===== config.mk =====
export PLATFORM = sky130hd
export DESIGN_NAME = uart_rx_fifo
export DESIGN_NICKNAME = d
export VERILOG_FILES = /design/src/rtl/uart_pkg.sv /design/src/rtl/sync_fifo.sv /design/src/rtl/uart_rx_fifo.sv
export SDC_FILE = /design/constraint.sdc
export NUM_CORES = 1
export LEC_CHECK = 0
export ABC_CLOCK_PERIOD_IN_PS = 4000
export BUFFER_PORTS_ARGS = -buffer_cell sky130_fd_sc_hd__buf_2
export CORE_ASPECT_RATIO = 0.75
export CORE_MARGIN = 1
export CORE_UTILIZATION = 55
export CTS_CLUSTER_DIAMETER = 60
export DETAILED_ROUTE_END_ITERATION = 7
export PLACE_DENSITY = 0.85
export SLEW_MARGIN = 10
export SYNTH_ARGS = -nofsm -noshare
export SYNTH_HDL_FRONTEND = slang
export SYNTH_SLANG_ARGS = --single-unit
export TNS_END_PERCENT = 20

===== constraint.sdc =====
create_clock -name clk -period 4 [get_ports clk]
set_input_delay 1 -clock clk [delete_from_list [all_inputs] [get_ports clk]]
set_output_delay 1 -clock clk [all_outputs]
set_load 0.05 [all_outputs]

===== src/rtl/uart_pkg.sv =====
// Shared definitions for the UART receiver: parity encodings, frame limits,
// receive FSM states and the configuration legality check.
package uart_pkg;

  localparam logic [1:0] PAR_NONE    = 2'b00;
  localparam logic [1:0] PAR_ODD     = 2'b01;
  localparam logic [1:0] PAR_EVEN    = 2'b10;
  localparam logic [1:0] PAR_ILLEGAL = 2'b11;

  localparam int FRAME_MIN = 5;
  localparam int FRAME_MAX = 8;

  typedef enum logic [2:0] {
    ST_IDLE  = 3'd0,
    ST_START = 3'd1,
    ST_DATA  = 3'd2,
    ST_PAR   = 3'd3,
    ST_STOP  = 3'd4
  } rx_state_e;

  function automatic logic cfg_bad(input logic [3:0] fs, input logic [1:0] par);
    return (fs < 4'(FRAME_MIN)) || (fs > 4'(FRAME_MAX)) || (par == PAR_ILLEGAL);
  endfunction

endpackage


===== src/rtl/sync_fifo.sv =====
// First-word-fall-through synchronous FIFO; a push into a full FIFO is accepted
// only when a pop happens in the same cycle.
module sync_fifo #(
  parameter int WIDTH = 10,
  parameter int DEPTH = 8
) (
  input  logic                         clk,
  input  logic                         rst,
  input  logic                         push,
  input  logic [WIDTH-1:0]             push_data,
  input  logic                         pop,
  output logic                         rd_valid,
  output logic [WIDTH-1:0]             rd_data,
  output logic                         full,
  output logic [$clog2(DEPTH+1)-1:0]   count
);

  localparam int AW = $clog2(DEPTH);
  localparam int CW = $clog2(DEPTH+1);
  localparam logic [CW-1:0] FULL_CNT = CW'(DEPTH);

  logic [WIDTH-1:0] mem_q [DEPTH];
  logic [AW-1:0]    wr_ptr_q, wr_ptr_d;
  logic [AW-1:0]    rd_ptr_q, rd_ptr_d;
  logic [CW-1:0]    count_q, count_d;
  logic             do_push, do_pop;

  assign rd_valid = (count_q != '0);
  assign full     = (count_q == FULL_CNT);
  assign count    = count_q;
  // Empty FIFO shows zeros rather than stale storage.
  assign rd_data  = rd_valid ? mem_q[rd_ptr_q] : '0;

  always_comb begin
    do_pop   = pop && rd_valid;
    do_push  = push && (!full || do_pop);
    wr_ptr_d = wr_ptr_q;
    rd_ptr_d = rd_ptr_q;
    count_d  = count_q;
    if (do_push) wr_ptr_d = wr_ptr_q + AW'(1);
    if (do_pop)  rd_ptr_d = rd_ptr_q + AW'(1);
    if (do_push && !do_pop)      count_d = count_q + CW'(1);
    else if (do_pop && !do_push) count_d = count_q - CW'(1);
  end

  always_ff @(posedge clk) begin
    if (rst) begin
      wr_ptr_q <= '0;
      rd_ptr_q <= '0;
      count_q  <= '0;
    end else begin
      wr_ptr_q <= wr_ptr_d;
      rd_ptr_q <= rd_ptr_d;
      count_q  <= count_d;
    end
  end

  always_ff @(posedge clk) begin
    if (do_push) mem_q[wr_ptr_q] <= push_data;
  end

endmodule


===== src/rtl/uart_rx_fifo.sv =====
// Oversampling UART receiver with configurable frame/parity feeding a FWFT FIFO
// of {perr, ferr, data} entries; sticky overrun when a frame meets a full FIFO.
module uart_rx_fifo
  import uart_pkg::*;
#(
  parameter int DEPTH = 8,
  parameter int OVS   = 16,
  parameter int DIV_W = 16
) (
  input  logic                       clk,
  input  logic                       rst,
  input  logic                       en,
  input  logic [DIV_W-1:0]           div,
  input  logic [3:0]                 frame_size,
  input  logic [1:0]                 parity,
  input  logic                       rxd,
  output logic                       rd_valid,
  input  logic                       rd_ready,
  output logic [7:0]                 rd_data,
  output logic                       rd_perr,
  output logic                       rd_ferr,
  output logic [$clog2(DEPTH+1)-1:0] count,
  output logic                       overrun,
  input  logic                       overrun_clr,
  output logic                       cfg_err,
  output rx_state_e                  dbg_state
);

  localparam int OS_W = $clog2(OVS);
  localparam logic [OS_W-1:0] HALF_LAST = OS_W'(OVS/2 - 1);
  localparam logic [OS_W-1:0] FULL_LAST = OS_W'(OVS - 1);

  rx_state_e        state_q, state_d;
  logic             sync1_q, sync1_d, sync2_q, sync2_d, rxd_prev_q, rxd_prev_d;
  logic [DIV_W-1:0] tick_cnt_q, tick_cnt_d, div_q, div_d;
  logic [OS_W-1:0]  os_cnt_q, os_cnt_d;
  logic [3:0]       bit_cnt_q, bit_cnt_d, fsize_q, fsize_d;
  logic [7:0]       data_q, data_d;
  logic [1:0]       par_q, par_d;
  logic             perr_q, perr_d, cfg_err_q, cfg_err_d, overrun_q, overrun_d;
  logic             rxd_s, tick, push, fifo_full;
  logic [9:0]       push_data, fifo_rd;

  assign rxd_s     = sync2_q;
  assign tick      = (tick_cnt_q == div_q);
  assign cfg_err   = cfg_err_q;
  assign overrun   = overrun_q;
  assign dbg_state = state_q;
  assign rd_perr   = fifo_rd[9];
  assign rd_ferr   = fifo_rd[8];
  assign rd_data   = fifo_rd[7:0];

  always_comb begin
    state_d    = state_q;
    sync1_d    = rxd;
    sync2_d    = sync1_q;
    rxd_prev_d = sync2_q;
    tick_cnt_d = tick_cnt_q + DIV_W'(1);
    div_d      = div_q;
    os_cnt_d   = os_cnt_q;
    bit_cnt_d  = bit_cnt_q;
    fsize_d    = fsize_q;
    data_d     = data_q;
    par_d      = par_q;
    perr_d     = perr_q;
    cfg_err_d  = cfg_bad(frame_size, parity);
    push       = 1'b0;
    push_data  = {perr_q, ~rxd_s, data_q};
    // A new divisor is only picked up at a wrap so a tick period is never torn.
    if (tick) begin
      tick_cnt_d = '0;
      div_d      = div;
    end

    unique case (state_q)
      ST_IDLE: begin
        // Edge detect, so a held-low break cannot retrigger a frame.
        if (en && !cfg_err_q && rxd_prev_q && !rxd_s) begin
          tick_cnt_d = '0;
          div_d      = div;
          os_cnt_d   = '0;
          bit_cnt_d  = '0;
          data_d     = '0;
          perr_d     = 1'b0;
          fsize_d    = frame_size;
          par_d      = parity;
          state_d    = ST_START;
        end
      end
      ST_START: begin
        if (tick) begin
          if (os_cnt_q == HALF_LAST) begin
            os_cnt_d = '0;
            state_d  = rxd_s ? ST_IDLE : ST_DATA;
          end else begin
            os_cnt_d = os_cnt_q + OS_W'(1);
          end
        end
      end
      ST_DATA: begin
        if (tick) begin
          if (os_cnt_q == FULL_LAST) begin
            os_cnt_d                = '0;
            data_d[bit_cnt_q[2:0]]  = rxd_s;
            bit_cnt_d               = bit_cnt_q + 4'd1;
            if (bit_cnt_q == fsize_q - 4'd1)
              state_d = (par_q != PAR_NONE) ? ST_PAR : ST_STOP;
          end else begin
            os_cnt_d = os_cnt_q + OS_W'(1);
          end
        end
      end
      ST_PAR: begin
        if (tick) begin
          if (os_cnt_q == FULL_LAST) begin
            os_cnt_d = '0;
            perr_d   = (par_q == PAR_ODD) ? ~(^data_q ^ rxd_s) : (^data_q ^ rxd_s);
            state_d  = ST_STOP;
          end else begin
            os_cnt_d = os_cnt_q + OS_W'(1);
          end
        end
      end
      ST_STOP: begin
        if (tick) begin
          if (os_cnt_q == FULL_LAST) begin
            os_cnt_d = '0;
            push     = 1'b1;
            state_d  = ST_IDLE;
          end else begin
            os_cnt_d = os_cnt_q + OS_W'(1);
          end
        end
      end
      default: state_d = ST_IDLE;
    endcase

    if (!en) begin
      state_d = ST_IDLE;
      push    = 1'b0;
    end
    // A fresh overrun in the same cycle as a clear must survive.
    overrun_d = (overrun_q && !overrun_clr) || (push && fifo_full && !(rd_valid && rd_ready));
  end

  always_ff @(posedge clk) begin
    if (rst) begin
      state_q    <= ST_IDLE;
      sync1_q    <= 1'b1;
      sync2_q    <= 1'b1;
      rxd_prev_q <= 1'b1;
      tick_cnt_q <= '0;
      div_q      <= div;
      os_cnt_q   <= '0;
      bit_cnt_q  <= '0;
      fsize_q    <= 4'(FRAME_MAX);
      data_q     <= '0;
      par_q      <= PAR_NONE;
      perr_q     <= 1'b0;
      cfg_err_q  <= 1'b0;
      overrun_q  <= 1'b0;
    end else begin
      state_q    <= state_d;
      sync1_q    <= sync1_d;
      sync2_q    <= sync2_d;
      rxd_prev_q <= rxd_prev_d;
      tick_cnt_q <= tick_cnt_d;
      div_q      <= div_d;
      os_cnt_q   <= os_cnt_d;
      bit_cnt_q  <= bit_cnt_d;
      fsize_q    <= fsize_d;
      data_q     <= data_d;
      par_q      <= par_d;
      perr_q     <= perr_d;
      cfg_err_q  <= cfg_err_d;
      overrun_q  <= overrun_d;
    end
  end

  sync_fifo #(.WIDTH(10), .DEPTH(DEPTH)) u_fifo (
    .clk       (clk),
    .rst       (rst),
    .push      (push),
    .push_data (push_data),
    .pop       (rd_ready),
    .rd_valid  (rd_valid),
    .rd_data   (fifo_rd),
    .full      (fifo_full),
    .count     (count)
  );

endmodule


Yosys cells after proc, flatten, opt, wreduce, memory -nomap -nowiden
Memories as Yosys holds them, arrays and structs flattened. A register that Yosys moved wholly into a read port is not among the register bits. Cells that the tools add are included.

Add/subtract/negate cells: 8. $mul: 0. Div/mod/pow operators: 0. Magnitude comparators: 4. Equality and inequality tests: 22. Shifts and indexed selects: 0. Muxes and demuxes: 52. Bitwise operators: 4. Reduce and logical (&&, ||, !) cells: 36.

Operator list (number): $mux W16 (7); $mux W3 (13); $mux W4 (9); $mux W8 (3); $ne A2 B2 Y1 const B (10); $add A16 B1 Y16 const B (1); $eq A16 B16 Y1 (1); $pmux W8 S2 (1); $pmux W3 S5 (1); $add A4 B1 Y4 const B (3); $pmux W4 S3 (1); $reduce_and A4 Y1 (3); $logic_and A1 B1 Y1 (11); $mux W1 (11); $mux W10 (1); $reduce_and A10 Y1 (1); $bwmux W8 (1); $eq A4 B4 Y1 const B (2); $pmux W4 S2 (1); $reduce_bool A2 Y1 (4); $reduce_xor A8 Y1 (1); $sub A4 B1 Y4 const B (2); $add A3 B1 Y3 const B (2); $eq A3 B2 Y1 const B (2); 24 further kinds (34).

Register bits: 73. Bits in latches: 0. Memory bits (writable): 80. ROM bits: 0. Bits of input ports: 28. Output and inout port bits: 20. Word-level logic and storage cells: 144. Memories: 1.

Memory list: u_fifo.mem_q (depth 8, width 10, rd ports 1, clocked after memory_dff 1, write ports 1, line sync_fifo.sv:22) `logic [WIDTH-1:0] mem_q [DEPTH];`.

Longest topological paths before layout
Depth after elaboration: 10. Gate-level depth with buffers: 13. Gate-level depth less buffers: 12.

By module
From an unflattened synthesis, not the netlist that was laid out.

Cell total of the unflattened synthesis: 527. Area total of the unflattened synthesis: 6668.9 sq um.

Modules (own cells, without submodules): sync_fifo (instances 1, cells an instance 200, area each 3667.3 sq um, seq. area each 2662.6 sq um); uart_rx_fifo (instances 1, cells an instance 327, area each 3001.6 sq um, seq. area each 1261.2 sq um).

Worst setup path after synthesis
Ideal clock, no wire load.

Kind: input to register. Start point: input port rd_ready. End point: register u_fifo.count_q[3], in the netlist u_fifo.count[3]. Setup time: 0.070 ns. Arrival: 3.080 ns. Required time: 3.930 ns. Path slack: 0.850 ns. Stages on the path: 11. Path buffers: 0. Cells stage by stage: nand2b_1 > nor4_1 > nor3b_4 > ha_1 > inv_1 > ha_1 > a21o_1 > a21oi_1 > xnor2_1 > or3_1 > a21oi_1.

Word-level cells in the longest chain between the ends: 6. Elaborated cells between the ends (all ways): 9. Classes of those cells: mux (1); reduce/logical (8).

Ends and longest elaborated chain: start, declared (line uart_rx_fifo.sv:18) `input logic rd_ready,`; $logic_and A1 B1 Y1 * (line sync_fifo.sv:35) `do_pop = pop && rd_valid;`; $logic_or A1 B1 Y1 * (line sync_fifo.sv:36) `do_push = push && (!full || do_pop);`; $logic_and A1 B1 Y1 * (line sync_fifo.sv:36); net u_fifo.do_push (line sync_fifo.sv:26) `logic do_push, do_pop;`; $logic_not A1 Y1 (line sync_fifo.sv:43) `else if (do_pop && !do_push) count_d = count_q - CW'(1);`; $logic_and A1 B1 Y1 (line sync_fifo.sv:43); $reduce_bool A2 Y1 (no line); end signal, assigned (line sync_fifo.sv:54) `count_q <= count_d;`; end, declared (line sync_fifo.sv:25) `logic [CW-1:0] count_q, count_d;`.

Mark *: on every way through the listed nets, which the timed path passes. The rest lies on a longest branch. A chain may end at the register's enable or synchronous reset.

==> reports/qor.yml <==
layout:
  finalNetCount: 615
  num_antenna_cells: 0
  final_cell_mix: "edfxtp_1 (80), dfxtp_1 (76), nor2_1 (58), buf_2 (47), xnor2_1 (41)"
  final_common_cell: "edfxtp_1"
  multi_input_area_um2: 2670
  fillers: 853
  final-seq-area_um2: 3920
  fin_cells: 752
  fin_area_um2: 7790
  syn2layout_area_growth_pct: 15.3
  drive_above_1_share: 0.259
global_route:
  grt_pass1_wl_um: 22400
  grt_overflow: 0
  track_usage: 0.238
  antenna_found_initial: 0
  grt_pass1_vias: 4276
  grt_start_max_net_pins: 36
logic_synthesis:
  synth_flop_cell: "edfxtp_1"
  ys_seq_area_frac: 0.581
  netlist.area_leader.share: 0.356
  async_reset_ff_frac: 0
  syn_inst: 521
  avgSynthCellArea_um2: 13.0
  synth_edf_count: 80
  yosys_warnings: 0
  synth_cell_types: 56
  yosysTopAreaCell: "edfxtp_1"
  ys_seq_elements: 156
  ys_top_cells_by_area: "edfxtp_1 (36%), dfxtp_1 (23%), mux4_2 (6.7%)"
  synth_nets: 559
  netlist_area_um2: 6760
clocking:
  insertion_delay_ns: 0.43
  numCtsBuffers: 17
  cts_max_level: 4
  clk_pin_slew_ns: 0.07
  post_cts_buffers: 0
  clock-root-buffer: "clkbuf_16"
  clock_path_buffers: 2
  cts_tree: "built"
  cts_hold_buffers: 0
  ctsResizeCount: 0
  cts.sinks: 156
placed_design:
  io_buffer_count: 47
  place_congestion: 0.806
  dp_cells: 720
  dp_hpwl_um: 9110
  placed_area_um2: 7180
timing:
  whs_ns: 0.417
  finalCritPeriodShare: 0.893
  setup-tns-final_ns: 0
  fmax_ghz: 0.280
  final-hold-violation-count: 0
  layout_min_cycle_time_ns: 3.57
  relSlewSlack: 0.321
  rsz0062_at_grt: "no"
  worst_pin_slew_ns: 1.01
  slew_violations: 0
  skew_ns: 0.0118
  final-setup-viol-count: 0
detailed_routing:
  drtIter0Drc: 354
  wire_per_inst_um: 18.2
  vias: 4304
  ant_nets: 0
  wirelength_um: 13700
  vias_per_cell: 5.72
  dr.pass1.iters: 5
  route.detailed.drc: 0
floorplan:
  dieWidth_um: 130
  rows: 34
  dieArea_um2: 12700
  die_height_um: 98.0
  io_pins: 48
  start_util: 0.573
  core_area_um2: 11800
power_and_ir_drop:
  p_leak_nw: 2.83
  vdd_drop_max_mv: 0.292
  powerDensity_nw_per_um2: 443
min_path:
  hold_path_class: "flip-flop to flip-flop"
  holdPathStages: 1
  min_from: "sync1_q$_SDFF_PP1_"
  holdPathEnd: "rxd_prev_d$_SDFF_PP1_"
worst_setup_path:
  rr_worst_depth: 12
  crit_fanout: 10
  slowest_delay_ns: 0.76
  crit_chain: "buf_4, mux4_2, mux2i_1, nor2_1, buf_2"
  regToRegSetupSlack_ns: 0.69
  slowest_stage: "dfxtp_1"
  crit_buf_inv: 2
  start_kind: "flip-flop"
  required_ns: 3.00
  endpoint_kind: "output port"
  r2r_end: "u_fifo.count[3]$_SDFFE_PP0P_"
  crit_family: "flip-flops"
  arrival_ns: 2.57
  path_class: "flip-flop to output port"
  timing.rr.start: "tick_cnt_q[10]$_SDFF_PP0_"
flow_run:
  drv_cap: 0
outcome:
  status: "completed"
## worst max-delay path by stage
stage	to	slack, ns	depth (start not counted)
after global placement	u_fifo.count[3]$_SDFFE_PP0P_	0.49	12
after global routing	rd_data[1]	0.26	5
after detailed placement	u_fifo.count[3]$_SDFFE_PP0P_	0.33	12
final	rd_data[1]	0.43	5
after CTS	rd_data[1]	0.37	5
after floorplan	u_fifo.count[3]$_SDFFE_PP0P_	0.85	11
## state kept, by name, indices dropped and copies added (netlist names), 4 cells and up, named ones only
name and flops:
u_fifo.mem_q 80, div_q 16, tick_cnt_q 16, data_q 8
bit_cnt_q 4, fsize_q 4, os_cnt_q 4, u_fifo.count 4
## synth_stat cells (4+ instances only)
cell,n
xnor2_1,41
ha_1,9
inv_1,9
xor2_1,14
nand3_1,14
o21ai_0,4
or3_1,5
nand2_1,36
dfxtp_1,76
nand2b_1,5
nand4_1,9
and3_1,5
or2_2,4
nor2_1,58
mux4_2,20
edfxtp_1,80
clkbuf_1,9
a21oi_1,20
mux2i_1,22
nor3b_2,4
buf_2,10
mux2_2,16
## power breakdown
group	switching, mW	total (mW)	internal [mW]
clock	0.697	1.64	0.942
combinational	0.0500	0.103	0.0529
sequential	0.0201	1.71	1.69
## through the flow
stage / setup WS (ns) / util / total power [mW]
final: 0.429 / 0.661 / 3.45
after global placement: 0.488 / 0.610 / 1.84
after global routing: 0.256 / 0.661 / 3.55
after floorplan: 0.850 / - / 1.82
after CTS: 0.374 / 0.661 / 3.47
after detailed placement: 0.331 / 0.610 / 1.85
## area by class of cell
| type | instances | area share |
|---|---|---|
| Clock buffer | 17 | 0.0546 |
| Inverter | 9 | 0.00434 |
| Sequential cell | 156 | 0.504 |
| Clock inverter | 15 | 0.0230 |
| Tap cell | 162 | 0.0260 |
| Multi-Input combinational cell | 330 | 0.343 |
| Timing Repair Buffer | 63 | 0.0456 |
## worst register-to-register path, stage by stage, from the launching register on
cell and delay [ns]:
dfxtp_1 0.51, xnor2_1 0.17, nand4_1 0.20, nor4_4 0.39
nor3b_4 0.45, ha_1 0.25, inv_1 0.09, ha_1 0.28
a21o_1 0.17, a21oi_1 0.17, xnor2_1 0.11, or3_1 0.31
a21oi_1 0.14
## layer usage
layer | track usage | vias up | wire, um
met5 | 0 | - | 0
met4 | 0.100 | 0 | 277
met3 | 0.0592 | 27 | 824
met2 | 0.378 | 188 | 6780
met1 | 0.312 | 2084 | 5810
li1 | - | 2005 | -
## cell families (layout without fill, tap and decap cells)
family | after synthesis | after routing | synth area share
AND/OR/NAND/NOR | 166 | 166 | 0.137
flip-flops | 156 | 156 | 0.581
multiplexers | 58 | 58 | 0.126
XOR/XNOR | 55 | 55 | 0.0713
AO/OA/AOI/OAI | 41 | 41 | 0.0413
buffers and inverters | 35 | 104 | 0.0241
adder cells (fa/ha/maj) | 10 | 10 | 0.0196
Note: power is estimated with default switching activity, not from simulation.
